[config.mk]
export PLATFORM = sky130hd
export DESIGN_NAME = dpram_responder
export DESIGN_NICKNAME = d
export VERILOG_FILES = /design/src/rtl/dpram_pkg.sv /design/src/rtl/dpram_read_pipe.sv /design/src/rtl/dpram_responder.sv
export SDC_FILE = /design/constraint.sdc
export NUM_CORES = 2
export LEC_CHECK = 0
export BUFFER_PORTS_ARGS = -buffer_cell sky130_fd_sc_hd__buf_2
export CAP_MARGIN = 20
export CORE_MARGIN = 2
export CORE_UTILIZATION = 30
export DETAILED_ROUTE_END_ITERATION = 6
export GPL_TIMING_DRIVEN = 1
export SLEW_MARGIN = 30
export SYNTH_ARGS = -nofsm -noshare
export SYNTH_HDL_FRONTEND = slang
export SYNTH_SLANG_ARGS = --single-unit
export TNS_END_PERCENT = 1
[constraint.sdc]
create_clock -name clock -period 6.9 [get_ports clock]
set_input_delay 0.69 -clock clock [delete_from_list [all_inputs] [get_ports clock]]
set_output_delay 0.69 -clock clock [all_outputs]
set_load 0.01 [all_outputs]
[src/rtl/dpram_pkg.sv]
// Shared types and defaults for the DPRAM responder and its read pipeline.
package dpram_pkg;

  typedef enum {WRITE_FIRST, READ_FIRST} collision_mode_e;

  typedef enum logic [0:0] {CLEAR, READY} dpram_state_e;

  localparam int DATA_W_DEF       = 8;
  localparam int ADDR_W_DEF       = 8;
  localparam int READ_LATENCY_MAX = 4;

endpackage

[src/rtl/dpram_read_pipe.sv]
// Delay line for read results: {valid, collision, data} shifted STAGES times.
// Data registers only load on valid so the output holds between pulses.
module dpram_read_pipe #(
  parameter int DATA_W = 8,
  parameter int STAGES = 0
) (
  input  logic              clock,
  input  logic              reset,
  input  logic              valid_i,
  input  logic              coll_i,
  input  logic [DATA_W-1:0] data_i,
  output logic              valid_o,
  output logic              coll_o,
  output logic [DATA_W-1:0] data_o
);

  if (STAGES == 0) begin : g_pass
    assign valid_o = valid_i;
    assign coll_o  = coll_i;
    assign data_o  = data_i;
  end else begin : g_pipe
    logic [STAGES-1:0] valid_q;
    logic [STAGES-1:0] coll_q;
    logic [DATA_W-1:0] data_q [STAGES];

    always_ff @(posedge clock) begin
      if (reset) begin
        valid_q <= '0;
        coll_q  <= '0;
        for (int i = 0; i < STAGES; i++) data_q[i] <= '0;
      end else begin
        valid_q[0] <= valid_i;
        coll_q[0]  <= coll_i;
        if (valid_i) data_q[0] <= data_i;
        for (int i = 1; i < STAGES; i++) begin
          valid_q[i] <= valid_q[i-1];
          coll_q[i]  <= coll_q[i-1];
          if (valid_q[i-1]) data_q[i] <= data_q[i-1];
        end
      end
    end

    assign valid_o = valid_q[STAGES-1];
    assign coll_o  = coll_q[STAGES-1];
    assign data_o  = data_q[STAGES-1];
  end

endmodule

[src/rtl/dpram_responder.sv]
// DPRAM bus responder: self-clearing dual-port array with fixed read latency
// and same-address collision reporting.
module dpram_responder
  import dpram_pkg::*;
#(
  parameter int              DATA_W         = DATA_W_DEF,
  parameter int              ADDR_W         = ADDR_W_DEF,
  parameter int              READ_LATENCY   = 1,
  parameter collision_mode_e COLLISION_MODE = WRITE_FIRST,
  parameter logic [DATA_W-1:0] INIT_VALUE   = '0
) (
  input  logic              clock,
  input  logic              reset,
  input  logic              write_enable,
  input  logic [DATA_W-1:0] data_in,
  input  logic [ADDR_W-1:0] write_address,
  input  logic              read_enable,
  input  logic [ADDR_W-1:0] read_address,
  output logic [DATA_W-1:0] data_out,
  output logic              data_valid,
  output logic              collision,
  output logic              busy,
  output dpram_state_e      state_dbg
);

  localparam int              DEPTH      = 2 ** ADDR_W;
  localparam logic [ADDR_W:0] CLEAR_LAST = (ADDR_W + 1)'(DEPTH - 1);

  if (READ_LATENCY < 1 || READ_LATENCY > READ_LATENCY_MAX) begin : g_bad_latency
    $error("dpram_responder: READ_LATENCY must be 1..%0d", READ_LATENCY_MAX);
  end

  dpram_state_e      state_q, state_d;
  logic [ADDR_W:0]   clear_addr_q, clear_addr_d;
  logic [DATA_W-1:0] mem_q [DEPTH];

  always_comb begin
    state_d      = state_q;
    clear_addr_d = clear_addr_q;
    if (state_q == CLEAR) begin
      clear_addr_d = clear_addr_q + (ADDR_W + 1)'(1);
      if (clear_addr_q == CLEAR_LAST) state_d = READY;
    end
  end

  always_ff @(posedge clock) begin
    if (reset) begin
      state_q      <= CLEAR;
      clear_addr_q <= '0;
    end else begin
      state_q      <= state_d;
      clear_addr_q <= clear_addr_d;
    end
  end

  // The clear sweep owns the write port; bus writes only land once READY.
  logic              mem_we;
  logic [ADDR_W-1:0] mem_waddr;
  logic [DATA_W-1:0] mem_wdata;

  always_comb begin
    mem_we    = 1'b0;
    mem_waddr = write_address;
    mem_wdata = data_in;
    if (!reset) begin
      if (state_q == CLEAR) begin
        mem_we    = 1'b1;
        mem_waddr = clear_addr_q[ADDR_W-1:0];
        mem_wdata = INIT_VALUE;
      end else begin
        mem_we = write_enable;
      end
    end
  end

  always_ff @(posedge clock) begin
    if (mem_we) mem_q[mem_waddr] <= mem_wdata;
  end

  logic              rd_fire, rd_coll;
  logic [DATA_W-1:0] rd_data;

  assign rd_fire = (state_q == READY) && read_enable;
  assign rd_coll = rd_fire && write_enable && (read_address == write_address);
  assign rd_data = (COLLISION_MODE == WRITE_FIRST && rd_coll) ? data_in
                                                              : mem_q[read_address];

  logic              s0_valid_q, s0_coll_q;
  logic [DATA_W-1:0] s0_data_q;

  always_ff @(posedge clock) begin
    if (reset) begin
      s0_valid_q <= 1'b0;
      s0_coll_q  <= 1'b0;
      s0_data_q  <= '0;
    end else begin
      s0_valid_q <= rd_fire;
      s0_coll_q  <= rd_coll;
      if (rd_fire) s0_data_q <= rd_data;
    end
  end

  dpram_read_pipe #(
    .DATA_W(DATA_W),
    .STAGES(READ_LATENCY - 1)
  ) u_read_pipe (
    .clock  (clock),
    .reset  (reset),
    .valid_i(s0_valid_q),
    .coll_i (s0_coll_q),
    .data_i (s0_data_q),
    .valid_o(data_valid),
    .coll_o (collision),
    .data_o (data_out)
  );

  assign busy      = (state_q == CLEAR);
  assign state_dbg = state_q;

endmodule

==> impl_results.md <==
- Hold Slack: 0.231 ns
- Num rows: 191
- Final Cycle Share: 0.581
- Worst hold start: reset
- Mux share of post-synthesis cell area: 0.153
- Synth Area in Adders: 0.000308
- Max rail drop VDD: 0.294 mV
- HPWL Detailed: 140000 um
- # H-tree levels: 4
- Async set-or-reset flop fraction in the synthesized netlist: 0
- Fin. Hold Viols: 0
- Status: completed
- Gr ovfl total: 0
- Top cells by area, synth: edfxtp_1, mux4_2, mux2i_1
- Synthesized area: 0.0813 mm^2
- Total GRT Usage: 0.164
- Netlist cell types: 75
- Die H: 525 um
- Starting Density: 0.301
- Number of global-route vias before repair: 40900
- Data arrival, critical path: 4.46 ns
- Maximum clock insertion buffer count: 3
- Mapped Cells: 3944
- Hold_buf cts: 0
- Largest family of logic cells by synthesized area: multiplexers
- P&R area growth vs syn: 13.9%
- Die Width: 525 um
- Clk_lat worst skew: 0.88 ns
- Static leakage: 28.5 nW
- # setup viols final: 0
- RSZ-0062 raised after global routing: false
- Setup Total Neg Slack: 0 ns
- Pwr Density: 288 mW/mm^2
- Average cell area after synthesis: 20.6 um^2
- DRT Pass-1 Iters: 5
- Max_cap viols: 0
- Max-slew violations: 0
- Clock Tree Root: clkbuf_16
- Via count: 41200
- Synth top area share: 0.757
- Tightest Pin Transition: 1.14 ns
- DR iter-0 viols: 5721
- Fill cells: 25000
- Wirelength, routed: 230000 um
- Min-Delay Path Class: primary input to flop
- CP Class: flop to flop
- Register area share after synthesis: 0.761
- Crit path capture type: flop
- Worst r2r src: state_dbg$_SDFF_PP0_
- # Post-CTS Setup Buffers: 0
- Core ar.: 0.270 mm^2
- Largest net degree at the start of global routing: 197
- Clk slew on worst S/H paths: 0.06 ns
- Leading area contributor after synthesis: edfxtp_1
- Max FO, Critical Path: 29
- I/O pins: 40
- Drt drc: 0
- Layout cell share with drive strength beyond 1: 0.230
- Req. time, crit path: 7.35 ns
- Final min period: 4.01 ns
- Drt wl/cell: 29.5 um
- Fin nets: 4081
- Area post-placement: 0.0855 mm^2
- Synthesis-stage register bit count: 2068
- Post-route cell area: 0.0926 mm^2
- YS warnings: 0
- Post-synthesis xor/xnor area fraction: 0.00183
- I/O Buffers: 39
- Dominant synthesized flop cell: edfxtp_1
- Post-synthesis compound-gate area fraction: 0.0287
- Initial antenna violation count: 15
- Die area: 0.275 mm^2
- Post-CTS sizing: 0
- Clock skew: 0.0597 ns
- Total CTS buffers: 207
- Final GP Congestion: 0.880
- Synth Net Count: 3974
- Vias per inst: 5.28
- CTS tree: built
- Simple-gate share of the synthesized area: 0.0351
- Max frequency: 250 MHz
- Post-DRT Antenna Nets: 0
- CTS sink count: 2068
- Worst setup startpoint: state_dbg$_SDFF_PP0_
- Post-synth EDFFs: 2048
- Worst Setup Start Kind: flop
- Slew headroom: 0.230
- First-pass GRT wire length: 323000 um
-- final cells by class --
cell class | count | area, um^2 | area share
Multi-Input combinational cell | 1626 | 18000 | 0.194
Inverter | 13 | 48.8 | 0.000527
Antenna cell | 11 | 27.5 | 0.000297
Clock buffer | 263 | 5490 | 0.0593
Timing Repair Buffer | 135 | 1240 | 0.0133
Clock inverter | 122 | 1460 | 0.0157
Tap cell | 3570 | 4470 | 0.0482
Sequential cell | 2068 | 61900 | 0.668
-- sequential cells by signal, summed over array words and instances (netlist names) --
register,flops
s0_data_q,8
s0_coll_q,1
clear_addr_q,9
state_dbg,1
mem_q,2048
s0_valid_q,1
-- final timing paths --
path	depth (start not counted)	slack (ns)	endpoint
min	2	0.23	clear_addr_q[1]$_SDFFE_PP0N_
max	6	2.89	mem_q[207][7]$_DFFE_PP_
max reg2reg	6	2.89	mem_q[207][7]$_DFFE_PP_
min reg2reg	2	0.49	s0_data_q[4]$_SDFFE_PP0P_
-- cell families after synthesis --
kind of cell | count (synthesis)
muxes | 634
xor gates and xnor gates | 17
DFF | 2068
and+or+nand+nor | 652
buffers and inverters | 250
adders and majority gates | 2
AOI/OAI and AO/OA | 321
-- layout by cell type (no fill, tap or decap), types with 10 or more instances in the layout --
cell | synthesis | routed
a211oi_1 | 11 | 11
clkbuf_8 | 0 | 10
nor3_1 | 28 | 28
mux2i_1 | 145 | 145
a22oi_1 | 67 | 67
clkbuf_1 | 91 | 46
clkbuf_16 | 0 | 207
nand3b_1 | 12 | 12
o22ai_1 | 24 | 24
bufinv_16 | 0 | 24
edfxtp_1 | 2048 | 2048
nor2b_1 | 20 | 15
a22o_1 | 13 | 13
a21oi_1 | 47 | 45
a221oi_1 | 12 | 12
nor2_2 | 0 | 36
mux4_2 | 457 | 457
nand4_1 | 12 | 12
mux4_1 | 24 | 24
nand3_1 | 60 | 60
and3_1 | 10 | 10
dfxtp_1 | 20 | 20
buf_2 | 60 | 34
buf_4 | 27 | 75
clkinv_2 | 0 | 36
buf_12 | 7 | 19
a31oi_1 | 16 | 16
o221ai_1 | 25 | 25
o21ai_0 | 27 | 26
nand2_1 | 150 | 150
nor2_1 | 307 | 270
diode_2 | 0 | 11
xor2_1 | 13 | 13
clkinv_1 | 2 | 41
-- layer usage --
metal | global-route usage | vias up | part of all wire
met4 | 0.0725 | 10 | 0.044
met3 | 0.0390 | 451 | 0.099
met1 | 0.216 | 21900 | 0.39
met2 | 0.257 | 2214 | 0.47
met5 | 0 | - | 0.00025
li1 | - | 16600 | -
-- critical path: stages, from the launching register on --
cell	delay, ns
dfxtp_1	0.30
buf_4	0.23
or2_2	0.57
or3_1	0.41
o31ai_2	0.23
nand3_1	0.87
nor2_1	1.01
-- through the flow --
step	std cells	utilization	setup WS, ns	power [mW]
after floorplan	3944	-	1.20	14.9
after global placement	7408	0.316	1.92	15.4
after detailed placement	7408	0.317	2.32	15.5
after CTS	7793	0.342	2.96	26.8
after global routing	7803	0.343	2.83	27.3
final	7808	0.343	2.89	26.6
-- synthesized netlist by cell type (13+ instances only) --
library cell,number
nand3_1,60
buf_4,27
o221ai_1,25
clkbuf_1,91
nand2_1,150
nor3_1,28
xor2_1,13
edfxtp_1,2048
buf_6,37
a22oi_1,67
mux4_2,457
mux4_1,24
and2_1,18
o22ai_1,24
a22o_1,13
buf_2,60
a21oi_1,47
a31oi_1,16
o21ai_0,27
dfxtp_1,20
mux2i_1,145
nor2_1,307
nor2b_1,20
-- power by group --
| part | switching, mW | leakage, nW | internal [mW] |
|---|---|---|---|
| clock network | 4.87 | 3.38 | 6.56 |
| logic | 0.949 | 6.30 | 0.425 |
| registers | 0.00696 | 18.8 | 13.8 |
Power figures use the tool's default switching activity.
